[config.mk]
export PLATFORM = sky130hd
export DESIGN_NAME = udp_frame_sched
export DESIGN_NICKNAME = d
export VERILOG_FILES = /design/src/rtl/udp_frame_sched.sv
export SDC_FILE = /design/constraint.sdc
export NUM_CORES = 1
export LEC_CHECK = 0
export CAP_MARGIN = 10
export CORE_UTILIZATION = 39
export DETAILED_ROUTE_END_ITERATION = 10
export PLACE_DENSITY = 0.8
export SLEW_MARGIN = 5
export SYNTH_ARGS = -nofsm -noshare
export SYNTH_HDL_FRONTEND = slang
export SYNTH_SLANG_ARGS = --single-unit
[constraint.sdc]
create_clock -name fpga_gclk -period 1.9 [get_ports fpga_gclk]
set_input_delay 0.38 -clock fpga_gclk [delete_from_list [all_inputs] [get_ports fpga_gclk]]
set_output_delay 0.38 -clock fpga_gclk [all_outputs]
set_load 0.02 [all_outputs]
[src/rtl/udp_frame_sched.sv]
// ---------------------------------------------------------------------------
// udp_frame_sched
//   Ping-pong capture scheduler between the NCO sample stream and the UDP
//   transmit path. Samples are written into a dual-port packet RAM that is
//   split into two halves. A completed half is handed to the UDP block with a
//   tx_trig pulse and its base address, and it is refilled only after the
//   UDP block returns tx_done. Samples that arrive while the half being
//   filled is still owned by the transmitter are dropped and counted.
//
// Ports
//   fpga_gclk     in   single clock
//   reset         in   synchronous active-high reset
//   enable        in   capture enable; samples ignored while low
//   sample_valid  in   sample_data valid this cycle
//   sample_data   in   DATA_W sample word {fcos, fsin}
//   ram_wren      out  registered RAM write strobe
//   ram_wraddr    out  registered RAM write address
//   ram_wdata     out  registered RAM write data
//   tx_trig       out  transmit request, high for TRIG_WIDTH cycles
//   tx_base       out  base address of the half to send (0 or half depth)
//   tx_done       in   single-cycle transmit-complete pulse
//   half_full     out  full flag per half
//   overflow_cnt  out  dropped-sample count, saturating
//   frame_cnt     out  completed transmissions, wrapping
//   tx_state      out  TX FSM state for debug
// ---------------------------------------------------------------------------
module udp_frame_sched #(
    parameter int ADDR_W     = 9,
    parameter int DATA_W     = 32,
    parameter int TRIG_WIDTH = 8
) (
    input  logic              fpga_gclk,
    input  logic              reset,
    input  logic              enable,
    input  logic              sample_valid,
    input  logic [DATA_W-1:0] sample_data,
    output logic              ram_wren,
    output logic [ADDR_W-1:0] ram_wraddr,
    output logic [DATA_W-1:0] ram_wdata,
    output logic              tx_trig,
    output logic [ADDR_W-1:0] tx_base,
    input  logic              tx_done,
    output logic [1:0]        half_full,
    output logic [15:0]       overflow_cnt,
    output logic [15:0]       frame_cnt,
    output logic [1:0]        tx_state
);

    localparam int IDX_W = ADDR_W - 1;
    localparam int CNT_W = (TRIG_WIDTH > 1) ? $clog2(TRIG_WIDTH) : 1;

    typedef enum logic [1:0] {
        S_IDLE = 2'd0,
        S_TRIG = 2'd1,
        S_WAIT = 2'd2
    } state_t;

    state_t             state_q, state_d;
    logic [CNT_W-1:0]   trig_cnt_q, trig_cnt_d;
    logic               tx_half_q, tx_half_d;
    logic [ADDR_W-1:0]  tx_base_q, tx_base_d;
    logic               wr_half_q, wr_half_d;
    logic [IDX_W-1:0]   wr_idx_q, wr_idx_d;
    logic [1:0]         half_full_q, half_full_d;
    logic [15:0]        ovf_q, ovf_d;
    logic [15:0]        frame_q, frame_d;
    logic               wren_q, wren_d;
    logic [ADDR_W-1:0]  wraddr_q, wraddr_d;
    logic [DATA_W-1:0]  wdata_q, wdata_d;

    logic               accept, drop;
    logic [1:0]         set_mask, clr_mask;

    always_comb begin
        state_d    = state_q;
        trig_cnt_d = trig_cnt_q;
        tx_half_d  = tx_half_q;
        tx_base_d  = tx_base_q;
        wr_half_d  = wr_half_q;
        wr_idx_d   = wr_idx_q;
        ovf_d      = ovf_q;
        frame_d    = frame_q;
        wren_d     = 1'b0;
        wraddr_d   = wraddr_q;
        wdata_d    = wdata_q;
        set_mask   = 2'b00;
        clr_mask   = 2'b00;

        accept = enable & sample_valid & ~half_full_q[wr_half_q];
        drop   = enable & sample_valid &  half_full_q[wr_half_q];

        // Write side: fill the current half, hand it over on its last word.
        if (accept) begin
            wren_d   = 1'b1;
            wraddr_d = {wr_half_q, wr_idx_q};
            wdata_d  = sample_data;
            if (wr_idx_q == '1) begin
                set_mask[wr_half_q] = 1'b1;
                wr_half_d           = ~wr_half_q;
                wr_idx_d            = '0;
            end else begin
                wr_idx_d = wr_idx_q + IDX_W'(1);
            end
        end

        if (drop && (ovf_q != 16'hFFFF)) begin
            ovf_d = ovf_q + 16'd1;
        end

        // TX side: halves are released strictly in fill order via tx_half.
        case (state_q)
            S_IDLE: begin
                if (half_full_q[tx_half_q]) begin
                    tx_base_d  = {tx_half_q, {IDX_W{1'b0}}};
                    trig_cnt_d = CNT_W'(TRIG_WIDTH - 1);
                    state_d    = S_TRIG;
                end
            end
            S_TRIG: begin
                if (trig_cnt_q == '0) begin
                    state_d = S_WAIT;
                end else begin
                    trig_cnt_d = trig_cnt_q - CNT_W'(1);
                end
            end
            S_WAIT: begin
                if (tx_done) begin
                    clr_mask[tx_half_q] = 1'b1;
                    tx_half_d           = ~tx_half_q;
                    frame_d             = frame_q + 16'd1;
                    state_d             = S_IDLE;
                end
            end
            default: state_d = S_IDLE;
        endcase

        // Set and clear never target the same half in one cycle.
        half_full_d = (half_full_q | set_mask) & ~clr_mask;
    end

    always_ff @(posedge fpga_gclk) begin
        if (reset) begin
            state_q     <= S_IDLE;
            trig_cnt_q  <= '0;
            tx_half_q   <= 1'b0;
            tx_base_q   <= '0;
            wr_half_q   <= 1'b0;
            wr_idx_q    <= '0;
            half_full_q <= 2'b00;
            ovf_q       <= '0;
            frame_q     <= '0;
            wren_q      <= 1'b0;
            wraddr_q    <= '0;
            wdata_q     <= '0;
        end else begin
            state_q     <= state_d;
            trig_cnt_q  <= trig_cnt_d;
            tx_half_q   <= tx_half_d;
            tx_base_q   <= tx_base_d;
            wr_half_q   <= wr_half_d;
            wr_idx_q    <= wr_idx_d;
            half_full_q <= half_full_d;
            ovf_q       <= ovf_d;
            frame_q     <= frame_d;
            wren_q      <= wren_d;
            wraddr_q    <= wraddr_d;
            wdata_q     <= wdata_d;
        end
    end

    assign ram_wren     = wren_q;
    assign ram_wraddr   = wraddr_q;
    assign ram_wdata    = wdata_q;
    assign tx_trig      = (state_q == S_TRIG);
    assign tx_base      = tx_base_q;
    assign half_full    = half_full_q;
    assign overflow_cnt = ovf_q;
    assign frame_cnt    = frame_q;
    assign tx_state     = state_q;

endmodule
==> key figures <==
Critical path
  • CP Launch Type: primary input
  • Worst path required time: 2.16 ns
  • Largest fanout on the critical path: 11
  • CP Class: in2reg
  • Arr. time, crit path: 2.10 ns
  • Reg2Reg Setup Slack: 0.08 ns
  • Crit-path max cell delay: 0.47 ns
  • CP max-delay cell: clkdlybuf4s50_1
  • CP endpoint kind: flop
  • Crit-path cells: clkdlybuf4s50_1 > nand2_1 > buf_4 > or3_1 > or3_4 > a211oi_1

Worst hold path
  • Hold WC Path Type: in2reg

Routing
  • Met2 wire length: 4645 µm
  • 1st-pass router iterations: 7
  • Vias: 3801
  • Met1 WL: 4372 µm
  • Final wirelength: 9655 µm
  • Via/cell ratio: 5.055
  • Top Layer Used: met4
  • Wire per inst: 12.84 µm
  • Routed Antenna Nets: 0
  • # DRC: 1
  • Met3 WL: 545 µm
  • Initial DRC count: 140

Power and ir drop
  • Peak VDD IR: 362.2 µV
  • P_leak: 1.949 nW
  • Sw Pwr: 887.2 µW
  • Flop pwr share: 56.5%
  • Power share of the clock group: 33.8%
  • Logic pwr share: 9.7%
  • Int Power: 2.616 mW
  • Pwr dens: 623.7 nW/µm²
  • Sw Share: 25.33%

Timing
  • Period minus WS final: 1.845 ns
  • Period utilization: 97.13%
  • Pins Over Slew Limit: 0
  • Max Clk Rate: 541.9 MHz
  • Hold Vio Cnt, Final: 0
  • Hold slack final: 0.4424 ns
  • Setup TNS: 0 ns
  • Finish-stage setup viols: 0
  • Worst setup margin: 0.05450 ns
  • Clock Skew: 0.01050 ns

Finish
  • Share of cells above drive strength 1: 12.44%
  • Most frequent cells in the layout: 112 x clkdlybuf4s50_1, 104 x nand2_1, 84 x dfxtp_1
  • Nets: 656
  • Post-synthesis to final-layout area growth: 44.34%
  • Most common cell after layout, fill and taps aside: clkdlybuf4s50_1
  • Antenna Cells: 0

Floorplanning
  • CORE AREA: 9729 µm²
  • Die area: 10380 µm²
  • Starting Density: 39.99%
  • Row Count: 36
  • Boundary Pins: 125
  • Die W: 101.9 µm
  • Chip Height: 101.9 µm

Place
  • Dpl ws: -0.3316 ns
  • DPL Wire Length: 7129 µm
  • Final Wtd Congestion: 0.8852
  • # port buffers: 116

Clocking
  • Root Buffer: clkbuf_8
  • Worst skew pair latency: 0.35 ns
  • TritonCTS clock tree: done
  • Hold buffers post-CTS: 0
  • # clock sinks: 92
  • H-tree depth: 3
  • Resize count post-CTS: 2
  • Max clock buf depth: 2
  • Total CTS buffers: 9
  • CTS clock-pin slew for the worst setup and hold paths: 0.09 ns
  • Post-CTS Setup Inserts: 0

Synthesis
  • Mapped Cells: 476
  • Syn Area/Cell: 8.175 µm²
  • Synth Cell Area: 3891 µm²
  • Synth Register Bits: 92
  • Top cell type by total area after synthesis: dfxtp_1
  • Post-synth EDFFs: 0
  • Top post-synthesis cells by area: dfxtp_1 47%, nand2_1 10%, a21oi_1 7.5%
  • Top FF cell, synth: dfxtp_1
  • Synth top area share: 47.33%
  • Post-synthesis sequential area ratio: 47.33%
  • Synth unique cells: 42
  • Yosys warnings: 0
  • Ys async rst share: 0%

Global route
  • Initial antenna violation count: 0
  • Pin count of the biggest net entering global routing: 35
  • All-Layer GR Usage: 18.95%
  • Vias in the first global route: 3543
  • First-pass GRT wire length: 15860 µm
  • Gr ovfl total: 0

Job
  • Max-Cap Viols: 0

Status
  • Violations in the final reports: design-rule violations
  • Status: finished, violations left
-- final cells by class --
cell class                      count  area [µm²]
Tap cell                          133       166.4
Timing Repair Buffer              153        1463
Fill cell                         874        4113
Multi-Input combinational cell    348        1921
Clock inverter                      6       50.05
Sequential cell                    92        1852
Inverter                           10       37.54
Clock buffer                       10       127.6
-- power by group through the flow --
stage | sequential, mW | combinational (mW) | clock (mW)
2_1_floorplan | 2.07 | 0.124 | 0
3_3_place_gp | 2.02 | 0.336 | 0
3_5_place_dp | 2.03 | 0.341 | 0
4_1_cts | 1.98 | 0.342 | 1.23
5_1_grt | 1.99 | 0.373 | 1.31
6_report | 1.98 | 0.339 | 1.18
-- critical path: cells and delay by family --
kind / cells / cell delay, ns
compound gates: 1 / 0.23
buf+inv: 2 / 0.65
simple gates: 3 / 0.84
-- flip-flops by register name, indices dropped and copies added (netlist names) --
| register | flops |
|---|---|
| wr_half_q | 1 |
| frame_cnt | 16 |
| half_full | 2 |
| tx_base | 1 |
| tx_half_q | 1 |
| tx_state | 2 |
| ram_wraddr | 9 |
| trig_cnt_q | 3 |
| overflow_cnt | 16 |
| ram_wdata | 32 |
| ram_wren | 1 |
| wr_idx_q | 8 |
-- logic make-up after synthesis --
kind of cell	Yosys count	share of synthesized area, %
and+or+nand+nor	220	26.50
muxes	9	2.540
DFF	92	47.33
buffers and inverters	43	5.177
AOI/OAI and AO/OA	88	12.70
other	1	0.09637
xor gates and xnor gates	18	4.051
adders and majority gates	5	1.608
-- metrics by stage --
step	util [%]	cells	instance area, µm²	power (mW)
finish	57.73	752	5617	3.503
global placement	55.43	736	5393	2.360
floorplan	-	483	3924	2.190
global route	57.73	752	5617	3.668
detailed placement	55.43	736	5393	2.367
CTS	57.25	752	5570	3.558
-- layer usage --
metal | global-route usage, % | up-vias
met5 | 0 | -
met1 | 23.85 | 1783
li1 | - | 1905
met3 | 3.967 | 8
met2 | 32.17 | 105
met4 | 6.813 | 0
-- synthesized netlist by cell type (2+ instances only) --
cell type and count:
inv_1 10, nand3b_1 2, or4_1 6, mux2_2 4, or3_1 10, buf_4 8, a211oi_1 6, nand2b_1 2
nor2_1 35, nor4_1 10, mux2_1 3, or2_2 2, dfxtp_1 92, o31ai_1 6, nand4_1 10, a311oi_1 2
nor3_1 12, nor4b_1 3, xor2_1 6, a41oi_1 2, nand3_1 9, buf_2 2, mux2i_1 2, o21ai_0 9
a21oi_1 58, a31oi_1 3, buf_1 3, xnor2_1 12, nand2_1 104, and3_1 2, ha_1 5, nor2b_1 8
clkbuf_1 19
-- path summary, 6_finish.rpt --
| path | end | start | cells past startpoint |
|---|---|---|---|
| setup reg to reg | half_full[0] | wr_half_q | 4 |
| hold reg to reg | ram_wdata[15] | ram_wdata[15] | 2 |
| setup / recovery | half_full[0] | enable | 6 |
| hold / removal | overflow_cnt[9] | reset | 2 |
Power figures use the tool's default switching activity.
